### src/rtl/sd_xfer_sequencer_pkg.sv
// Shared types for the SD transfer sequencer: state encoding, error codes, CMD12 index.
// Included by the sequencer and by any block that decodes err_code.
package sd_xfer_sequencer_pkg;

  typedef enum logic [3:0] {
    ST_IDLE       = 4'd0,
    ST_CMD_ISSUE  = 4'd1,
    ST_CMD_WAIT   = 4'd2,
    ST_DATA_START = 4'd3,
    ST_DATA_WAIT  = 4'd4,
    ST_C12_ISSUE  = 4'd5,
    ST_C12_WAIT   = 4'd6,
    ST_DONE       = 4'd7,
    ST_ERROR      = 4'd8
  } seq_state_e;

  typedef enum logic [2:0] {
    ERR_NONE         = 3'd0,
    ERR_CMD_TIMEOUT  = 3'd1,
    ERR_DATA_TIMEOUT = 3'd2,
    ERR_ZERO_BLK     = 3'd3,
    ERR_STOPPED      = 3'd4,
    ERR_C12_TIMEOUT  = 3'd5
  } seq_err_e;

  localparam logic [5:0] CMD12_INDEX = 6'd12;

  // Block counter never wraps below zero.
  function automatic logic [15:0] sat_dec(input logic [15:0] v);
    return (v == 16'd0) ? 16'd0 : v - 16'd1;
  endfunction

endpackage

### src/rtl/sd_xfer_sequencer_timeout_ctr.sv
// Clear/enable saturating cycle counter with a >= limit compare.
// One instance serves the response wait and the data wait; the limit is selected by the caller.
module sd_xfer_sequencer_timeout_ctr #(
  parameter int W = 17
) (
  input  logic         CLK,
  input  logic         rst_L,
  input  logic         clr,
  input  logic         en,
  input  logic [W-1:0] limit,
  output logic         expired
);

  logic [W-1:0] count;

  always_ff @(posedge CLK or negedge rst_L) begin
    if (!rst_L) begin
      count <= '0;
    end else if (clr) begin
      count <= '0;
    end else if (en && (count != '1)) begin
      // NOTE: saturate instead of wrapping, so a stalled wait can never roll back under the limit.
      count <= count + 1'b1;
    end
  end

  assign expired = (count >= limit);

endmodule

### src/rtl/sd_xfer_sequencer.sv
// Host-clock sequencer for one SD transaction: command, response, data blocks, optional auto CMD12,
// then a completion or error pulse. Auto CMD12 is compiled in with `define SD_SEQ_AUTO_CMD12_EN.
module sd_xfer_sequencer
  import sd_xfer_sequencer_pkg::*;
#(
  parameter int RESP_TIMEOUT = 1024,
  parameter int DATA_TIMEOUT = 65535,
  parameter int TO_W         = 17
) (
  input  logic        CLK,
  input  logic        rst_L,
  input  logic        start_flag,
  input  logic [5:0]  cmd_index,
  input  logic        data_present,
  input  logic        multiple_blk,
  input  logic [15:0] blk_cnt,
  input  logic        cmd_complete,
  input  logic        cmd_timeout,
  input  logic        blk_done,
  input  logic        stop,
  output logic        new_cmd,
  output logic [5:0]  cmd_index_out,
  output logic        cmd_arg_zero,
  output logic        dat_start,
  output logic        dma_start,
  output logic        seq_busy,
  output logic [15:0] blk_remaining,
  output logic        xfer_complete,
  output logic        err_irq,
  output logic [2:0]  err_code
);

  localparam logic [TO_W-1:0] RESP_LIM = TO_W'(RESP_TIMEOUT);
  localparam logic [TO_W-1:0] DATA_LIM = TO_W'(DATA_TIMEOUT);

  seq_state_e      state;
  logic            data_q;
  logic [15:0]     blk_next;
  logic            tmr_clr;
  logic            tmr_en;
  logic [TO_W-1:0] tmr_limit;
  logic            tmr_expired;

`ifdef SD_SEQ_AUTO_CMD12_EN
  logic            multi_q;
  logic            via_stop_q;
`else
  logic            unused_multi;
  assign unused_multi = multiple_blk;
`endif

  assign blk_next = blk_done ? sat_dec(blk_remaining) : blk_remaining;

  // Timer restarts on each issue/launch state and on every finished block.
  always_comb begin
    // NOTE: every always_comb output gets a default first so no path can infer a latch.
    tmr_clr   = 1'b0;
    tmr_en    = 1'b0;
    tmr_limit = RESP_LIM;
    case (state)
      ST_CMD_ISSUE, ST_DATA_START, ST_C12_ISSUE: tmr_clr = 1'b1;
      ST_CMD_WAIT, ST_C12_WAIT:                  tmr_en  = 1'b1;
      ST_DATA_WAIT: begin
        tmr_clr   = blk_done;
        tmr_en    = 1'b1;
        tmr_limit = DATA_LIM;
      end
      default: ;
    endcase
  end

  sd_xfer_sequencer_timeout_ctr #(
    .W(TO_W)
  ) u_timeout_ctr (
    .CLK     (CLK),
    .rst_L   (rst_L),
    .clr     (tmr_clr),
    .en      (tmr_en),
    .limit   (tmr_limit),
    .expired (tmr_expired)
  );

  always_ff @(posedge CLK or negedge rst_L) begin
    if (!rst_L) begin
      state         <= ST_IDLE;
      new_cmd       <= 1'b0;
      cmd_index_out <= '0;
      cmd_arg_zero  <= 1'b0;
      dat_start     <= 1'b0;
      dma_start     <= 1'b0;
      seq_busy      <= 1'b0;
      blk_remaining <= '0;
      xfer_complete <= 1'b0;
      err_irq       <= 1'b0;
      err_code      <= ERR_NONE;
      data_q        <= 1'b0;
`ifdef SD_SEQ_AUTO_CMD12_EN
      multi_q       <= 1'b0;
      via_stop_q    <= 1'b0;
`endif
    end else begin
      // NOTE: strobes default low each cycle; a state sets them on entry so each is one cycle wide.
      new_cmd       <= 1'b0;
      cmd_arg_zero  <= 1'b0;
      dat_start     <= 1'b0;
      dma_start     <= 1'b0;
      xfer_complete <= 1'b0;
      err_irq       <= 1'b0;

      case (state)
        ST_IDLE: begin
          if (start_flag) begin
            state         <= ST_CMD_ISSUE;
            new_cmd       <= 1'b1;
            cmd_index_out <= cmd_index;
            blk_remaining <= blk_cnt;
            data_q        <= data_present;
            err_code      <= ERR_NONE;
            seq_busy      <= 1'b1;
`ifdef SD_SEQ_AUTO_CMD12_EN
            multi_q       <= multiple_blk;
`endif
          end
        end

        ST_CMD_ISSUE: begin
          if (stop) begin
            state    <= ST_ERROR;
            err_irq  <= 1'b1;
            err_code <= ERR_STOPPED;
          end else begin
            state <= ST_CMD_WAIT;
          end
        end

        ST_CMD_WAIT: begin
          if (cmd_timeout || tmr_expired) begin
            state    <= ST_ERROR;
            err_irq  <= 1'b1;
            err_code <= ERR_CMD_TIMEOUT;
          end else if (stop) begin
            state    <= ST_ERROR;
            err_irq  <= 1'b1;
            err_code <= ERR_STOPPED;
          end else if (cmd_complete) begin
            if (data_q) begin
              // Strobe decided on entry so it is high during DATA_START itself.
              state     <= ST_DATA_START;
              dat_start <= (blk_remaining != 16'd0);
              dma_start <= (blk_remaining != 16'd0);
            end else begin
              state         <= ST_DONE;
              xfer_complete <= 1'b1;
            end
          end
        end

        ST_DATA_START: begin
          if (blk_remaining == 16'd0) begin
            state    <= ST_ERROR;
            err_irq  <= 1'b1;
            err_code <= ERR_ZERO_BLK;
          end else begin
            state <= ST_DATA_WAIT;
          end
        end

        ST_DATA_WAIT: begin
          blk_remaining <= blk_next;
          if (stop) begin
`ifdef SD_SEQ_AUTO_CMD12_EN
            state         <= ST_C12_ISSUE;
            new_cmd       <= 1'b1;
            cmd_index_out <= CMD12_INDEX;
            cmd_arg_zero  <= 1'b1;
            via_stop_q    <= 1'b1;
`else
            state    <= ST_ERROR;
            err_irq  <= 1'b1;
            err_code <= ERR_STOPPED;
`endif
          end else if (blk_done && (blk_next == 16'd0)) begin
`ifdef SD_SEQ_AUTO_CMD12_EN
            if (multi_q) begin
              state         <= ST_C12_ISSUE;
              new_cmd       <= 1'b1;
              cmd_index_out <= CMD12_INDEX;
              cmd_arg_zero  <= 1'b1;
              via_stop_q    <= 1'b0;
            end else begin
              state         <= ST_DONE;
              xfer_complete <= 1'b1;
            end
`else
            state         <= ST_DONE;
            xfer_complete <= 1'b1;
`endif
          end else if (!blk_done && tmr_expired) begin
            state    <= ST_ERROR;
            err_irq  <= 1'b1;
            err_code <= ERR_DATA_TIMEOUT;
          end
        end

`ifdef SD_SEQ_AUTO_CMD12_EN
        ST_C12_ISSUE: begin
          state <= ST_C12_WAIT;
        end

        // A stop-initiated CMD12 still ends as an error even when the response arrives.
        ST_C12_WAIT: begin
          if (cmd_timeout || tmr_expired) begin
            state    <= ST_ERROR;
            err_irq  <= 1'b1;
            err_code <= ERR_C12_TIMEOUT;
          end else if (cmd_complete) begin
            if (via_stop_q) begin
              state    <= ST_ERROR;
              err_irq  <= 1'b1;
              err_code <= ERR_STOPPED;
            end else begin
              state         <= ST_DONE;
              xfer_complete <= 1'b1;
            end
          end
        end
`endif

        ST_DONE, ST_ERROR: begin
          state    <= ST_IDLE;
          seq_busy <= 1'b0;
        end

        default: begin
          state    <= ST_IDLE;
          seq_busy <= 1'b0;
        end
      endcase
    end
  end

endmodule

### config.mk
export PLATFORM = sky130hd
export DESIGN_NAME = sd_xfer_sequencer
export DESIGN_NICKNAME = d
export VERILOG_FILES = /design/src/rtl/sd_xfer_sequencer_pkg.sv /design/src/rtl/sd_xfer_sequencer_timeout_ctr.sv /design/src/rtl/sd_xfer_sequencer.sv
export SDC_FILE = /design/constraint.sdc
export NUM_CORES = 1
export LEC_CHECK = 0
export ABC_AREA = 1
export BUFFER_PORTS_ARGS = -buffer_cell sky130_fd_sc_hd__buf_2
export CAP_MARGIN = 20
export CORE_MARGIN = 10
export CORE_UTILIZATION = 48
export CTS_CLUSTER_DIAMETER = 60
export DETAILED_ROUTE_END_ITERATION = 10
export GPL_ROUTABILITY_DRIVEN = 0
export GPL_TIMING_DRIVEN = 0
export PLACE_DENSITY_LB_ADDON = 0.2
export SYNTH_ARGS = -nofsm -noshare
export SYNTH_HDL_FRONTEND = slang
export SYNTH_SLANG_ARGS = --single-unit
### constraint.sdc
create_clock -name CLK -period 3.83 [get_ports CLK]
set_clock_uncertainty 0.1 [all_clocks]
set_input_delay 0.5745 -clock CLK [delete_from_list [all_inputs] [get_ports CLK]]
set_output_delay 0.5745 -clock CLK [all_outputs]
set_load 0.05 [all_outputs]
==> flow_metrics.tcl, run 1 <==
set metrics [dict create \
    status "complete, no violations" \
    min_period_over_period_pct 85.1 \
    synthFlopType "dfrtp_1" \
    numCtsBuffers 5 \
    num_vias 3656 \
    grt_pass1_wl_um 16900 \
    cap_violations 0 \
    synth_top_cell_area_share_pct 35.4 \
    areaGrowthSynthToFinish_pct 14.8 \
    cts_num_sinks 52 \
    start_kind "flop" \
    criticalPathCategory "reg -> reg" \
    dp_cells 665 \
    cp_max_fo 14 \
    layout_commonest_cell "nand2_1" \
    cts_resized 0 \
    max_stage_delay_ns 0.46 \
    mostFrequentLayoutCells "nand2_1 (133), inv_1 (61), buf_2 (59)" \
    crit_chain "nor2_2 > nand3_2 > clkbuf_1 > buf_6 > ha_1 > nand2_1 > inv_1 > nand2_1 > nand2_1 > nand2_1 > nand2_1 > nand2_1 > nand4_1 > nor2_1 > nand3_1 > inv_1 > nand2_1 > nand2_1 > nor2_2 > and2_1" \
    fillers 701 \
    viasPerCell 5.42 \
    cp_num_buf_inv 4 \
    worst_pin_slew_ns 0.693 \
    post_synth_num_cell_types 44 \
    grt_pass1_vias 3589 \
    ant_nets 0 \
    hold_viol_final 0 \
    antenna_cells 0 \
    cts_htree_levels 2 \
    critical_path_arrival_ns 3.38 \
    finalWirelength_um 9990 \
    overflow 0 \
    ys_async_sr_fraction_pct 100 \
    rows 31 \
    fmax_ghz 0.307 \
    syn_area_per_cell_um2 7.27 \
    synth_fp_nets 555 \
    synth-seq-cells 52 \
    grt_max_degree 30 \
    synth.area.top_cells "dfrtp_1 (35%), nand2_1 (14%), inv_1 (6.2%)" \
    cp_slowest_cell "dfrtp_1" \
    dr.pass1.iters 5 \
    wire_per_inst_um 14.8 \
    postCtsHoldBufs 0 \
    io_buffers 59 \
    tns_ns 0 \
    die_w_um 108 \
    p_leak_uw 0.00220 \
    min_period_ns 3.26 \
    antenna_found_initial 0 \
    power_uw 3120 \
    powerDensity_nw_per_um2 738 \
    fin_cells 674 \
    die-area_um2 11600 \
    setup_viol 0 \
    synth-seq-area-share_pct 35.4 \
    netlist_instances 506 \
    cp_top_family "simple AND/OR/NAND/NOR gates" \
    yosys.area.top_type "dfrtp_1" \
    start_util_pct 49.9 \
    synth_area_um2 3680 \
    path_common_cell "nand2_1" \
    insertion_delay_ns 0.32 \
    vdd_drop_max_uv 223 \
    hold_path_class "in -> async" \
    cts_tree "yes" \
    core_um2 7370 \
    cts_setup_buffers 0 \
    clk_pin_slew_worst_paths_ns 0.11 \
    dpl.hpwl_um 7850 \
    synth-edff-count 0 \
    die_y_um 108 \
    final_max_slew_viol_count 0 \
    drt-initial-drc-count 157 \
    pin_count 63 \
    postLayoutCoreUtil_pct 57.3 \
    track_usage_pct 17.6 \
    cts_root_buf "clkbuf_8" \
    end_kind "flop" \
    multi_input_area_um2 2070 \
    route.detailed.drc 0 \
    clockBufferDepth 2 \
    area.sequential_um2 1300 \
    worstPathRequired_ns 3.95 \
    ys_warn_count 0 \
    relSlewSlack_pct 53.4 \
    rsz0062_at_grt "false" \
    drive_gt1_share_pct 19.7 \
    nets 623 \
]
==> sequential cells by signal (all words and copies together) (netlist names) <==
name / cells
blk_remaining: 16
cmd_index_out: 6
data_q: 1
dma_start: 1
err_code: 3
err_irq: 1
new_cmd: 1
seq_busy: 1
state: 4
u_timeout_ctr.count: 17
xfer_complete: 1
==> final timing paths <==
kind | cells after the start | slack (ns) | end | start
max | 20 | 0.57 | state[0] | state[1]
min | 1 | 0.15 | blk_remaining[7] | rst_L
max reg2reg | 20 | 0.57 | state[0] | state[1]
min reg2reg | 2 | 0.39 | cmd_index_out[0] | cmd_index_out[0]
max in group asynchronous | 2 | 2.91 | seq_busy | rst_L
min in group CLK | 3 | 0.34 | cmd_index_out[4] | cmd_index[4]
==> routing by layer <==
layer | share of wire (%) | wire length [um] | GRT usage (%) | up-vias
met4 | 3.1 | 313 | 7.82 | 0
met3 | 5.2 | 515 | 3.11 | 25
met5 | 0 | 0 | 0 | -
met1 | 41 | 4140 | 20.8 | 1710
met2 | 50 | 5020 | 30.3 | 101
li1 | - | - | - | 1820
==> worst reg2reg max path, stage by stage (launching register included) <==
cell and delay [ns]:
dfrtp_1 0.46, nor2_2 0.16, nand3_2 0.18, clkbuf_1 0.32
buf_6 0.25, ha_1 0.32, nand2_1 0.07, inv_1 0.05
nand2_1 0.05, nand2_1 0.04, nand2_1 0.05, nand2_1 0.04
nand2_1 0.05, nand4_1 0.19, nor2_1 0.27, nand3_1 0.18
inv_1 0.11, nand2_1 0.05, nand2_1 0.07, nor2_2 0.04
and2_1 0.14
==> layout make-up <==
class	count	area share, %
multi-input cells	377	49.0
flip-flops and latches	52	30.8
repair buffers	61	7.73
inverters	68	6.07
well taps	99	2.93
clock buffers	5	1.63
plain buffers	9	1.24
clock inverters	3	0.593
==> where the power goes <==
part / total [uW] / internal, uW / switching (uW) / leakage [uW]
logic: 1880 / 501 / 1380 / 0.00148
clock network: 337 / 134 / 203 / 0.0000452
registers: 899 / 715 / 184 / 0.000673
total: 3120 / 1350 / 1770 / 0.00220
==> synth_stat cells (all sizes together), types with 5 or more instances <==
master,number
o221ai,12
nand4,16
inv,66
nor2,68
dfrtp,52
a21oi,21
o21ai,16
nand3,41
ha,18
o22ai,6
nand2,141
nor4,7
buf,5
nor3,9
==> stage by stage <==
stage          worst slack [ns]  cell area [um^2]  hold WS (ns)
2_1_floorplan             0.983              3680         0.179
3_3_place_gp              0.348              4100         0.356
3_5_place_dp              0.296              4120         0.362
4_1_cts                   0.280              4210         0.159
5_1_grt                   0.188              4220         0.169
6_report                  0.572              4220         0.148
==> kinds of logic after synthesis <==
| group | share of synthesized area (%) |
|---|---|
| other | 0.102 |
| AOI/OAI and AO/OA | 12.0 |
| buffers and inverters | 8.40 |
| xor gates and xnor gates | 0.953 |
| DFF | 35.4 |
| adders and majority gates | 6.12 |
| and+or+nand+nor | 37.0 |
Note: power is estimated with default switching activity, not from simulation.
==> run 2, diff against run 1 <==
--- a/config.mk
+++ b/config.mk
@@ -15,6 +15,8 @@
 export GPL_ROUTABILITY_DRIVEN = 0
 export GPL_TIMING_DRIVEN = 0
 export PLACE_DENSITY_LB_ADDON = 0.2
+export REMOVE_ABC_BUFFERS = 1
 export SYNTH_ARGS = -nofsm -noshare
 export SYNTH_HDL_FRONTEND = slang
+export SYNTH_HIERARCHICAL = 1
 export SYNTH_SLANG_ARGS = --single-unit
==> flow_metrics.tcl, run 2 <==
set metrics [dict create \
    grt_pass1_wl_um 15100 \
    worstPathRequired_ns 3.95 \
    viasPerCell 5.01 \
    overflow 0 \
    nets 641 \
    grt_pass1_vias 3407 \
    ant_nets 0 \
    top_register "u_timeout_ctr/count" \
    setup_viol 0 \
    hold_path_class "in -> async" \
    critical_path_arrival_ns 3.45 \
    die_w_um 108 \
    tns_ns 0 \
    pin_count 63 \
    yosys.area.top_type "dfrtp_1" \
    insertion_delay_ns 0.30 \
    ys_top_cells_by_count "nand2_1 (141), inv_1 (84), nor2_1 (68), dfrtp_1 (52), nand3_1 (39)" \
    io_buffers 60 \
    fillers 737 \
    cp_num_buf_inv 3 \
    clockBufferDepth 2 \
    worst_pin_slew_ns 0.627 \
    synth_top_cell_area_share_pct 35.2 \
    min_period_ns 3.33 \
    grt_max_degree 29 \
    core_um2 7370 \
    antenna_cells 0 \
    start_kind "flop" \
    cp_top_family "simple AND/OR/NAND/NOR gates" \
    finalWirelength_um 9100 \
    cp_max_fo 19 \
    synth-seq-area-share_pct 35.2 \
    criticalPathCategory "reg -> reg" \
    cp_slowest_cell "dfrtp_1" \
    synth_area_um2 3700 \
    hold_viol_final 0 \
    cts_htree_levels 2 \
    ys_warn_count 6 \
    antenna_found_initial 0 \
    cts_root_buf "clkbuf_8" \
    netlist_instances 527 \
    relSlewSlack_pct 58.1 \
    vdd_drop_max_uv 482 \
    min_period_over_period_pct 87.0 \
    numCtsBuffers 5 \
    synth-edff-count 0 \
    mostFrequentLayoutCells "nand2_1 (140), inv_1 (83), nor2_1 (68)" \
    track_usage_pct 15.6 \
    drt-initial-drc-count 180 \
    cts_tree "yes" \
    crit_chain "nor2_1 > nand2_2 > clkinvlp_4 > buf_4 > inv_1 > ha_1 > nand2_1 > nor2_1 > nand3_1 > nor2_1 > nor2_1 > nand3_1 > nand2_1 > nand2_1 > nor4b_2 > o31ai_1 > o21ai_0" \
    die_y_um 108 \
    num_vias 3449 \
    post_synth_num_cell_types 37 \
    cap_violations 0 \
    syn_area_per_cell_um2 7.02 \
    cts_num_sinks 52 \
    synth_most_common_cell "nand2_1" \
    synthFlopType "dfrtp_1" \
    synth-seq-cells 52 \
    die-area_um2 11600 \
    postCtsHoldBufs 0 \
    route.detailed.drc 0 \
    status "complete, no violations" \
    fmax_ghz 0.300 \
    path_common_cell "nor2_1" \
    dr.pass1.iters 5 \
    synth.area.top_cells "dfrtp_1 (35%), nand2_1 (14%), inv_1 (8.5%)" \
    rsz0062_at_grt "false" \
    ys_async_sr_fraction_pct 100 \
    dpl.hpwl_um 7050 \
    end_kind "flop" \
    rows 31 \
    start_util_pct 50.2 \
    drive_gt1_share_pct 18.1 \
    areaGrowthSynthToFinish_pct 14.7 \
    max_stage_delay_ns 0.43 \
    layout_commonest_cell "nand2_1" \
    powerDensity_nw_per_um2 732 \
    largestRegisters "u_timeout_ctr/count (17), blk_remaining (16), cmd_index_out (6)" \
    largest_reg_flops 17 \
    final_max_slew_viol_count 0 \
    clk_pin_slew_worst_paths_ns 0.09 \
    wire_per_inst_um 13.2 \
    p_leak_uw 0.00224 \
    power_uw 3110 \
]
-- run 2: cell types whose count changed in the layout (fill, tap and decap cells not counted), sizes merged, moves of 3 or more --
| cell | change |
|---|---|
| nor4 | -5 |
| a31oi | -4 |
| nor2 | +15 |
| inv | +21 |
| o22ai | -3 |
| nand2 | +7 |
| clkbuf | -4 |
| nand4 | -8 |
| nor3 | -6 |
| o221ai | +4 |
-- run 2: what timing repair did --
item | CTS | global route
cloned | 0 | 0
endpoints found under the setup margin | 1 | 7
buffers inserted | 0 | 3
gates resized for setup | 1 | 1
-- run 2: cell type report --
type / count / area, um^2 / share of cell area [%]
multi-input cells: 377 / 2000 / 47.2
inverters: 90 / 344 / 8.10
clock buffers: 5 / 68.8 / 1.62
clock inverters: 2 / 60.1 / 1.41
well taps: 99 / 124 / 2.92
repair buffers: 64 / 343 / 8.08
flip-flops and latches: 52 / 1300 / 30.7
-- run 2: worst paths after layout --
check                      depth (start not counted)        startpoint  slack, ns                       to
hold / removal                                     1             rst_L       0.16              err_code[0]
setup reg to reg                                  17          state[1]       0.50              err_code[1]
setup / recovery                                  17          state[1]       0.50              err_code[1]
hold reg to reg                                    2  cmd_index_out[5]       0.39         cmd_index_out[5]
max in group asynchronous                          2             rst_L       2.92  u_timeout_ctr/count[12]
min in group CLK                                   3      cmd_index[2]       0.36         cmd_index_out[2]
-- run 2: logic make-up (layout without fill, tap and decap cells) --
logic type	count (synthesis)	after routing	share of synthesized area (%)
flip-flops	52	52	35.2
XOR/XNOR	3	3	0.710
AND/OR/NAND/NOR	291	291	35.9
AO/OA/AOI/OAI	60	60	10.4
buffers and inverters	99	161	10.8
adder cells (fa/ha/maj)	20	20	6.76
other	2	3	0.203
-- run 2: worst reg2reg max path, delay by kind of cell, from the launching register on --
kind	cells	cell delay, ns
AO/OA/AOI/OAI	2	0.23
adder cells (fa/ha/maj)	1	0.30
buffers and inverters	3	0.47
flip-flops	1	0.43
AND/OR/NAND/NOR	11	1.73
-- run 2: metrics by stage --
step                std cells  util [%]  worst slack, ns  cell area, um^2  hold slack [ns]
floorplan                 519         -            0.910             3640            0.179
global placement          678      55.2           0.0723             4070            0.359
detailed placement        679      55.5           0.0108             4090            0.365
CTS                       686      57.3            0.124             4220            0.175
global route              689      57.6            0.117             4250            0.194
finish                    689      57.6            0.498             4250            0.164
-- run 2: routing by layer --
layer  vias up  routed length [um]  global-route usage (%)
li1       1812                   -                       -
met1      1563                4310                    19.6
met2        69                4170                    25.8
met3         5                 570                    4.61
met4         0                  57                    3.15
met5         -                   0                       0
-- run 2: power by group --
part	switching, uW	total, uW	internal [uW]
registers	144	859	715
clock network	184	441	257
logic	1330	1810	479
